**src/rtl/trace_defines.sv**
```systemverilog
// Shared definitions for the trace trigger sequencer: FSM encodings and trigger-source IDs.
package trace_defines;

  typedef enum logic [1:0] {
    ST_IDLE    = 2'd0,
    ST_ARMED   = 2'd1,
    ST_FIRE    = 2'd2,
    ST_HOLDOFF = 2'd3
  } trig_state_e;

  // Reported in O_trig_rule when the soft trigger caused the fire
  localparam logic [3:0] SOFT_RULE_ID = 4'hF;

  localparam int DEF_TRIG_CYCLES = 4;

endpackage

```
**src/rtl/trace_match_counter.sv**
```systemverilog
// Single per-rule match counter: saturates at all-ones, synchronous clear wins over increment.
module trace_match_counter #(
  parameter int pCOUNT_WIDTH = 8
) (
  input  logic                    clk_i,
  input  logic                    rst_ni,
  input  logic                    clear_i,
  input  logic                    inc_i,
  output logic [pCOUNT_WIDTH-1:0] count_o
);

  localparam logic [pCOUNT_WIDTH-1:0] ONE = pCOUNT_WIDTH'(1);

  logic [pCOUNT_WIDTH-1:0] count_q, count_d;

  always_comb begin
    count_d = count_q;
    if (clear_i) begin
      count_d = '0;
    end else if (inc_i && (count_q != '1)) begin
      count_d = count_q + ONE;
    end
  end

  always_ff @(posedge clk_i or negedge rst_ni) begin
    if (!rst_ni) begin
      count_q <= '0;
    end else begin
      count_q <= count_d;
    end
  end

  assign count_o = count_q;

endmodule

```
**src/rtl/trace_trig_seq.sv**
```systemverilog
// Trace trigger sequencer: arm/fire/holdoff FSM driving the capture trigger,
// plus per-rule saturating match counters for trace-count readback.
module trace_trig_seq
  import trace_defines::*;
#(
  parameter int pMATCH_RULES   = 8,
  parameter int pCOUNT_WIDTH   = 8,
  parameter int pTRIG_CYCLES   = DEF_TRIG_CYCLES,
  parameter int pHOLDOFF_WIDTH = 16
) (
  input  logic                                 trace_clk,
  input  logic                                 reset_n,
  input  logic [pMATCH_RULES-1:0]              I_matched,
  input  logic                                 I_synchronized,
  input  logic [pMATCH_RULES-1:0]              I_pattern_enable,
  input  logic [pMATCH_RULES-1:0]              I_pattern_trig_enable,
  input  logic                                 I_soft_trig,
  input  logic                                 I_soft_trig_passthru,
  input  logic                                 I_soft_trig_enable,
  input  logic                                 I_arm,
  input  logic                                 I_disarm,
  input  logic                                 I_auto_rearm,
  input  logic [pHOLDOFF_WIDTH-1:0]            I_holdoff,
  input  logic                                 I_count_clear,
  output logic                                 O_trigger,
  output logic                                 O_armed,
  output logic                                 O_busy,
  output logic [3:0]                           O_trig_rule,
  output logic [15:0]                          O_fire_count,
  output logic [pMATCH_RULES*pCOUNT_WIDTH-1:0] O_trace_count
);

  localparam int PW = (pTRIG_CYCLES > 1) ? $clog2(pTRIG_CYCLES) : 1;
  localparam logic [PW-1:0]             PULSE_LAST = PW'(pTRIG_CYCLES - 1);
  localparam logic [PW-1:0]             PULSE_ONE  = PW'(1);
  localparam logic [pHOLDOFF_WIDTH-1:0] HOLD_ONE   = pHOLDOFF_WIDTH'(1);

  trig_state_e               state_q, state_d;
  logic [PW-1:0]             pulse_q, pulse_d;
  logic [pHOLDOFF_WIDTH-1:0] hold_q, hold_d;
  logic                      soft_q;
  logic                      trig_q, trig_d;
  logic                      armed_q, armed_d;
  logic                      busy_q, busy_d;
  logic [3:0]                rule_q, rule_d;
  logic [15:0]               fire_cnt_q, fire_cnt_d;

  logic [pMATCH_RULES-1:0] qual;
  logic [pMATCH_RULES-1:0] rule_hits;
  logic                    rule_evt;
  logic                    soft_evt;
  logic                    trig_evt;
  logic [3:0]              rule_idx;

  assign qual      = I_matched & {pMATCH_RULES{I_synchronized}};
  assign rule_hits = qual & I_pattern_trig_enable;
  assign rule_evt  = |rule_hits;
  assign soft_evt  = I_soft_trig & ~soft_q & I_soft_trig_enable & ~I_soft_trig_passthru;
  assign trig_evt  = rule_evt | soft_evt;

  // Lowest firing rule wins; falls back to the soft ID when no rule fired
  always_comb begin
    rule_idx = SOFT_RULE_ID;
    for (int i = pMATCH_RULES - 1; i >= 0; i--) begin
      if (rule_hits[i]) rule_idx = 4'(i);
    end
  end

  always_ff @(posedge trace_clk or negedge reset_n) begin
    if (!reset_n) begin
      state_q    <= ST_IDLE;
      pulse_q    <= '0;
      hold_q     <= '0;
      soft_q     <= 1'b0;
      trig_q     <= 1'b0;
      armed_q    <= 1'b0;
      busy_q     <= 1'b0;
      rule_q     <= '0;
      fire_cnt_q <= '0;
    end else begin
      state_q    <= state_d;
      pulse_q    <= pulse_d;
      hold_q     <= hold_d;
      soft_q     <= I_soft_trig;
      trig_q     <= trig_d;
      armed_q    <= armed_d;
      busy_q     <= busy_d;
      rule_q     <= rule_d;
      fire_cnt_q <= fire_cnt_d;
    end
  end

  always_comb begin
    state_d    = state_q;
    pulse_d    = pulse_q;
    hold_d     = hold_q;
    rule_d     = rule_q;
    fire_cnt_d = fire_cnt_q;
    case (state_q)
      ST_IDLE: begin
        if (I_arm) state_d = ST_ARMED;
      end
      ST_ARMED: begin
        if (trig_evt && !I_disarm) begin
          state_d    = ST_FIRE;
          pulse_d    = '0;
          rule_d     = rule_idx;
          fire_cnt_d = fire_cnt_q + 16'd1;
        end
      end
      ST_FIRE: begin
        if (pulse_q == PULSE_LAST) begin
          if (I_holdoff == '0) begin
            state_d = I_auto_rearm ? ST_ARMED : ST_IDLE;
          end else begin
            state_d = ST_HOLDOFF;
            hold_d  = I_holdoff;
          end
        end else begin
          pulse_d = pulse_q + PULSE_ONE;
        end
      end
      ST_HOLDOFF: begin
        if (hold_q <= HOLD_ONE) begin
          state_d = I_auto_rearm ? ST_ARMED : ST_IDLE;
        end else begin
          hold_d = hold_q - HOLD_ONE;
        end
      end
      default: state_d = ST_IDLE;
    endcase
    if (I_disarm) state_d = ST_IDLE;
  end

  // Outputs are decoded from the next state so they register alongside it
  always_comb begin
    trig_d  = I_soft_trig_passthru ? I_soft_trig : (state_d == ST_FIRE);
    armed_d = (state_d == ST_ARMED);
    busy_d  = (state_d == ST_FIRE) || (state_d == ST_HOLDOFF);
  end

  assign O_trigger    = trig_q;
  assign O_armed      = armed_q;
  assign O_busy       = busy_q;
  assign O_trig_rule  = rule_q;
  assign O_fire_count = fire_cnt_q;

  for (genvar g = 0; g < pMATCH_RULES; g++) begin : g_cnt
    trace_match_counter #(
      .pCOUNT_WIDTH(pCOUNT_WIDTH)
    ) u_cnt (
      .clk_i  (trace_clk),
      .rst_ni (reset_n),
      .clear_i(I_count_clear),
      .inc_i  (qual[g] & I_pattern_enable[g]),
      .count_o(O_trace_count[g*pCOUNT_WIDTH +: pCOUNT_WIDTH])
    );
  end

endmodule
```
**config.mk**
```make
export PLATFORM = sky130hd
export DESIGN_NAME = trace_trig_seq
export DESIGN_NICKNAME = d
export VERILOG_FILES = /design/src/rtl/trace_defines.sv /design/src/rtl/trace_match_counter.sv /design/src/rtl/trace_trig_seq.sv
export SDC_FILE = /design/constraint.sdc
export NUM_CORES = 1
export LEC_CHECK = 0
export BUFFER_PORTS_ARGS = -buffer_cell sky130_fd_sc_hd__clkbuf_2
export CAP_MARGIN = 20
export CORE_AREA = 3 3 161 124
export DETAILED_ROUTE_END_ITERATION = 12
export DIE_AREA = 0 0 164 127
export GPL_ROUTABILITY_DRIVEN = 0
export PLACE_DENSITY_LB_ADDON = 0.2
export SLEW_MARGIN = 5
export SYNTH_ARGS = -nofsm -noshare
export SYNTH_HDL_FRONTEND = slang
export SYNTH_SLANG_ARGS = --single-unit
```
**constraint.sdc**
```tcl
create_clock -name trace_clk -period 2.85 [get_ports trace_clk]
set_input_delay 0.4275 -clock trace_clk [delete_from_list [all_inputs] [get_ports trace_clk]]
set_output_delay 0.4275 -clock trace_clk [all_outputs]
set_load 0.1 [all_outputs]
```
======== After elaboration in Yosys (flattened, before gate mapping) ========
Index checks and enable logic that the tools add are counted.
word-level totals
  register bits ........................... 108
  input bits .............................. 50
  output and inout port bits .............. 87
cells by class
  add/subtract/negate cells ............... 11
  $lt $le $gt $ge ......................... 1
  equal/unequal tests ..................... 20
  mux-type cells .......................... 40
  bitwise logic cells ..................... 16
  reduce and logical (&&, ||, !) cells .... 27
operators with widths
  cell                   count
  $mux 8                 16
  $add 8x1->8 const B    8
  $ne 8x8->1 const B     8
  $mux 16                3
  $mux 4                 8
  $pmux 16 s2            1
  $reduce_bool 2->1      10
  $add 16x1->16 const B  1
  $and 8x8->8            2
  $le 16x1->1 const B    1
  $logic_not 16->1       1
  $mux 2                 8
  $sub 16x1->16 const B  1
  $and 1x1->1            11
  $eq 2x2->1 const B     5
  $ne 2x2->1 const B     5
  $logic_and 1x1->1      9
  $pmux 2 s4             1
  $reduce_or 8->1        1
  $eq 2x1->1 const B     2
  $pmux 2 s2             1
  $reduce_and 4->1       1
  $reduce_and 3->1       1
  $add 2x1->2 const B    1
  other kinds (7)        9

======== Logic depth before layout (Yosys ltp) ========
  word-level depth ........................ 11
  gate-level depth with buffers ........... 8
  gate-level depth less buffers ........... 7

======== Cells and area by module ========
A second synthesis with hierarchy kept.
second synthesis, totals
  cells, all modules ...................... 671
  area total of the unflattened synthesis .. 6263.5 um2
by module, submodules not included
  module               instances  cells each  area an instance (um2)  seq. area each (um2)
  trace_match_counter  8          49          464.2                   200.2
  trace_trig_seq       1          279         2549.9                  1101.1

======== Least setup slack after synthesis ========
No wires, ideal clock.
  path kind ............................... register to register
  start point ............................. register hold_q[6]
  end point ............................... register armed_q (netlist: O_armed)
  setup time .............................. 0.065 ns
  arrival time ............................ 2.413 ns
  data required time ...................... 2.785 ns
  path slack .............................. 0.372 ns
  cell stages (with the launch flop) ...... 7
  buffers on the path ..................... 0
  clock period less this slack ............ 2.478 ns
  cell sequence ........................... dfrtp_1 > or4_1 > or4_4 > nor3_4 > mux2_4 > a221oi_2 > and2_2
on the way
  longest elaborated chain between the ends .. 5
RTL lines
  what                    RTL line               source
  from (decl)             trace_trig_seq.sv:40   logic [pHOLDOFF_WIDTH-1:0] hold_q, hold_d;
  from (signal assigned)  trace_trig_seq.sv:83   hold_q <= hold_d;
  $le 16x1->1             trace_trig_seq.sv:124  if (hold_q <= HOLD_ONE) begin
  $mux 2                  trace_trig_seq.sv:124
  $pmux 2 s4              trace_trig_seq.sv:99   case (state_q)
  $mux 2                  trace_trig_seq.sv:132  if (I_disarm) state_d = ST_IDLE;
  via state_d[0]          trace_trig_seq.sv:38   trig_state_e state_q, state_d;
  $eq 2x1->1              trace_trig_seq.sv:138  armed_d = (state_d == ST_ARMED);
  via armed_d             trace_trig_seq.sv:43   logic armed_q, armed_d;
  to (signal assigned)    trace_trig_seq.sv:86   armed_q <= armed_d;
  to (decl)               trace_trig_seq.sv:43
The timed path passes the listed nets, and every way through them passes these cells.
A chain may end at the register's enable or synchronous reset.

======== Worst setup path in the final report ========
  start point ............................. register hold_q[4]
  end point ............................... register armed_q (netlist: O_armed)
The elaborated chain is that of the path after synthesis.

==> metrics.cfg <==
[run_status]
outcome=finished, final reports clean

[synthesis]
synth_ff_type=dfrtp_1
syn_nets=629
synth-seq-area-share_pct=48.75
yosysTopAreaCell=dfrtp_1
netlist.area_leader.share_pct=48.75
syn-cell-area_um2=5544
async_flop_share_pct=100.0
synth-edff-count=0
synth_cell_types=61
ys_warn_count=0
synthTopCellsByArea=dfrtp_1 49%, xor2_1 6.6%, nor2_1 5.3%
avgSynthCellArea_um2=9.847
ys_ff_latch=108
synth_cells=563

[die]
die_y_um=127
fp.coreArea_um2=18450
start_util_pct=30.04
die_width_um=164
rows=43
dieArea_um2=20830
ioPinCount=137

[power_and_ir_drop]
pwr-share-seq_pct=43.7
p_leak_uw=0.003209
switchingPower_uw=1811
power.density_nw_per_um2=660.8
swShare_pct=40.23
pwr-share-comb_pct=29.8
p_int_uw=2691
irDropWorstVdd_mv=0.5078
clockPowerShare_pct=26.5

[cells_and_area]
synthToLayoutAreaGrowth_pct=22.86
antenna_cells=0
final_nets=769
drive_above_1_share_pct=24.58
final_cell_mix=135 x clkbuf_2, 108 x dfrtp_1, 78 x nor2_1
fin_cells=955
final_common_cell=clkbuf_2

[placed_design]
dpl.hpwl_um=10970
dp.cells=939
numPortBuffers=136

[drt]
dr.max_layer_used=met4
wl_met3_um=1027
drc=0
route.met2.wl_um=6513
m1WireLength_um=6928
drt_iter0_drc=259
num_vias=4647
via_per_inst=4.866
ant_nets=0
drt-pass1-iter-count=4
wirelength_um=14650
wire_per_inst_um=15.34

[cts]
clk_pin_slew_ns=0.07
cts_tree=done
htreeDepth=3
root_buffer=clkbuf_16
hold_buffers=0
cts.sinks=108
post_cts_buffers=0
post_cts_resize_count=0
cts_buffers=9
clock_path_buffers=2
worst_skew_pair.late_latency_ns=0.36

[worst_setup_path]
critPathSlowestCell=or4_1
max_stage_delay_ns=0.52
r2r_cells=6
path_max_fanout=7
path_buf_inv=0
cp-end-kind=flip-flop
crit_chain=or4_1, or4_4, nor3_4, mux2_4, a221oi_2, and2_2
path_delay_family=simple AND/OR/NAND/NOR gates
cp.arrival_ns=2.94
reg2reg_setup_slack_ns=0.20
critPathKind=flip-flop to flip-flop
r2r-end=O_armed
crit_required_ns=3.15
reg2reg_from=hold_q[4]
cp-start-kind=flip-flop

[sta]
setup_tns_ns=0
worstMarginPinSlew_ns=0.9763
post-route-period-util_pct=92.81
rsz0062_at_grt=false
drv_slew=0
post-route-min-period_ns=2.645
max_freq_mhz=378.1
setup_viol=0
relSlewSlack_pct=34.92
fin_skew_ns=0.01032
hold_viol_final=0

[global_routing]
grt_pass1_vias=4492
grt_pass1_wl_um=23580
grt_max_degree=65
grt.overflow.total=0
grt_usage_pct=14.32
antenna_found_initial=0

[min_path]
min_path_type=input pin to async pin

[job]
max_cap_viol_count=0

[stage by stage]
step	area (µm²)	power (µW)	hold WS, ns	setup slack [ns]	util, %
floorplan	5544	2988	0.1319	0.3718	-
global placement	6535	3314	0.4582	0.2534	35.41
detailed placement	6535	3345	0.4660	0.2177	35.41
CTS	6812	4561	0.06825	0.1969	36.91
global route	6812	4774	0.1010	0.03313	36.91
finish	6812	4501	0.05362	0.2049	36.91
[power groups by stage]
stage / logic [µW] / clock network, µW / registers, µW
after floorplan: 507 / 0 / 2480
after global placement: 1330 / 0 / 1980
after detailed placement: 1350 / 0 / 1990
after CTS: 1360 / 1240 / 1960
after global routing: 1460 / 1310 / 2000
final: 1340 / 1190 / 1970
[routing by layer]
metal	GRT usage [%]	vias to the layer above
met5	0	-
met4	3.630	0
met3	4.959	13
met2	21.34	112
met1	19.93	2236
li1	-	2286
[worst max path at each step]
stage / from / end / cells after the start
floorplan: hold_q[6] / O_armed / 6
global placement: hold_q[6] / O_armed / 6
detailed placement: hold_q[6] / O_armed / 6
CTS: hold_q[4] / O_armed / 6
global route: hold_q[4] / O_armed / 6
finish: hold_q[4] / O_armed / 6
[cells in the mapped netlist, drive strengths merged, types with 5 or more instances]
cell / instances
a21oi: 28
a31oi: 12
and2: 10
and3: 9
and4: 5
buf: 5
clkbuf: 12
dfrtp: 108
ha: 16
inv: 9
mux2i: 9
nand2: 44
nand3: 37
nand4: 19
nor2: 78
nor3: 6
nor4: 5
o21a: 5
o21ai: 18
or3: 8
xnor2: 21
xor2: 42
[registers in the layout (all words and copies together) (netlist names), 2 cells and up]
signal               flops
hold_q                  16
pulse_q                  2
O_fire_count            16
state_q                  2
g_cnt.u_cnt.count_o     64
O_trig_rule              4
[cells by family after synthesis]
group | after synthesis | synth area share (%)
simple gates | 237 | 21.15
flops | 108 | 48.75
compound gates | 101 | 12.25
xor+xnor | 63 | 9.953
buf+inv | 26 | 1.986
fa+ha+maj | 16 | 3.611
mux | 12 | 2.302
[worst reg2reg max path, cell delays in order, from the launching register on]
cell and delay, ns:
dfrtp_1 0.44, or4_1 0.52, or4_4 0.49, nor3_4 0.28, mux2_4 0.33, a221oi_2 0.32, and2_2 0.20
[cell type report]
cell class | count | area [µm²]
multi-input combinational | 429 | 2731
clock inverter | 6 | 47.55
timing repair buffer | 146 | 758.2
sequential | 108 | 2703
fill | 1905 | 11640
tap | 247 | 309.0
clock buffer | 10 | 229.0
inverter | 9 | 33.78
Note: power is estimated with default switching activity, not from simulation.
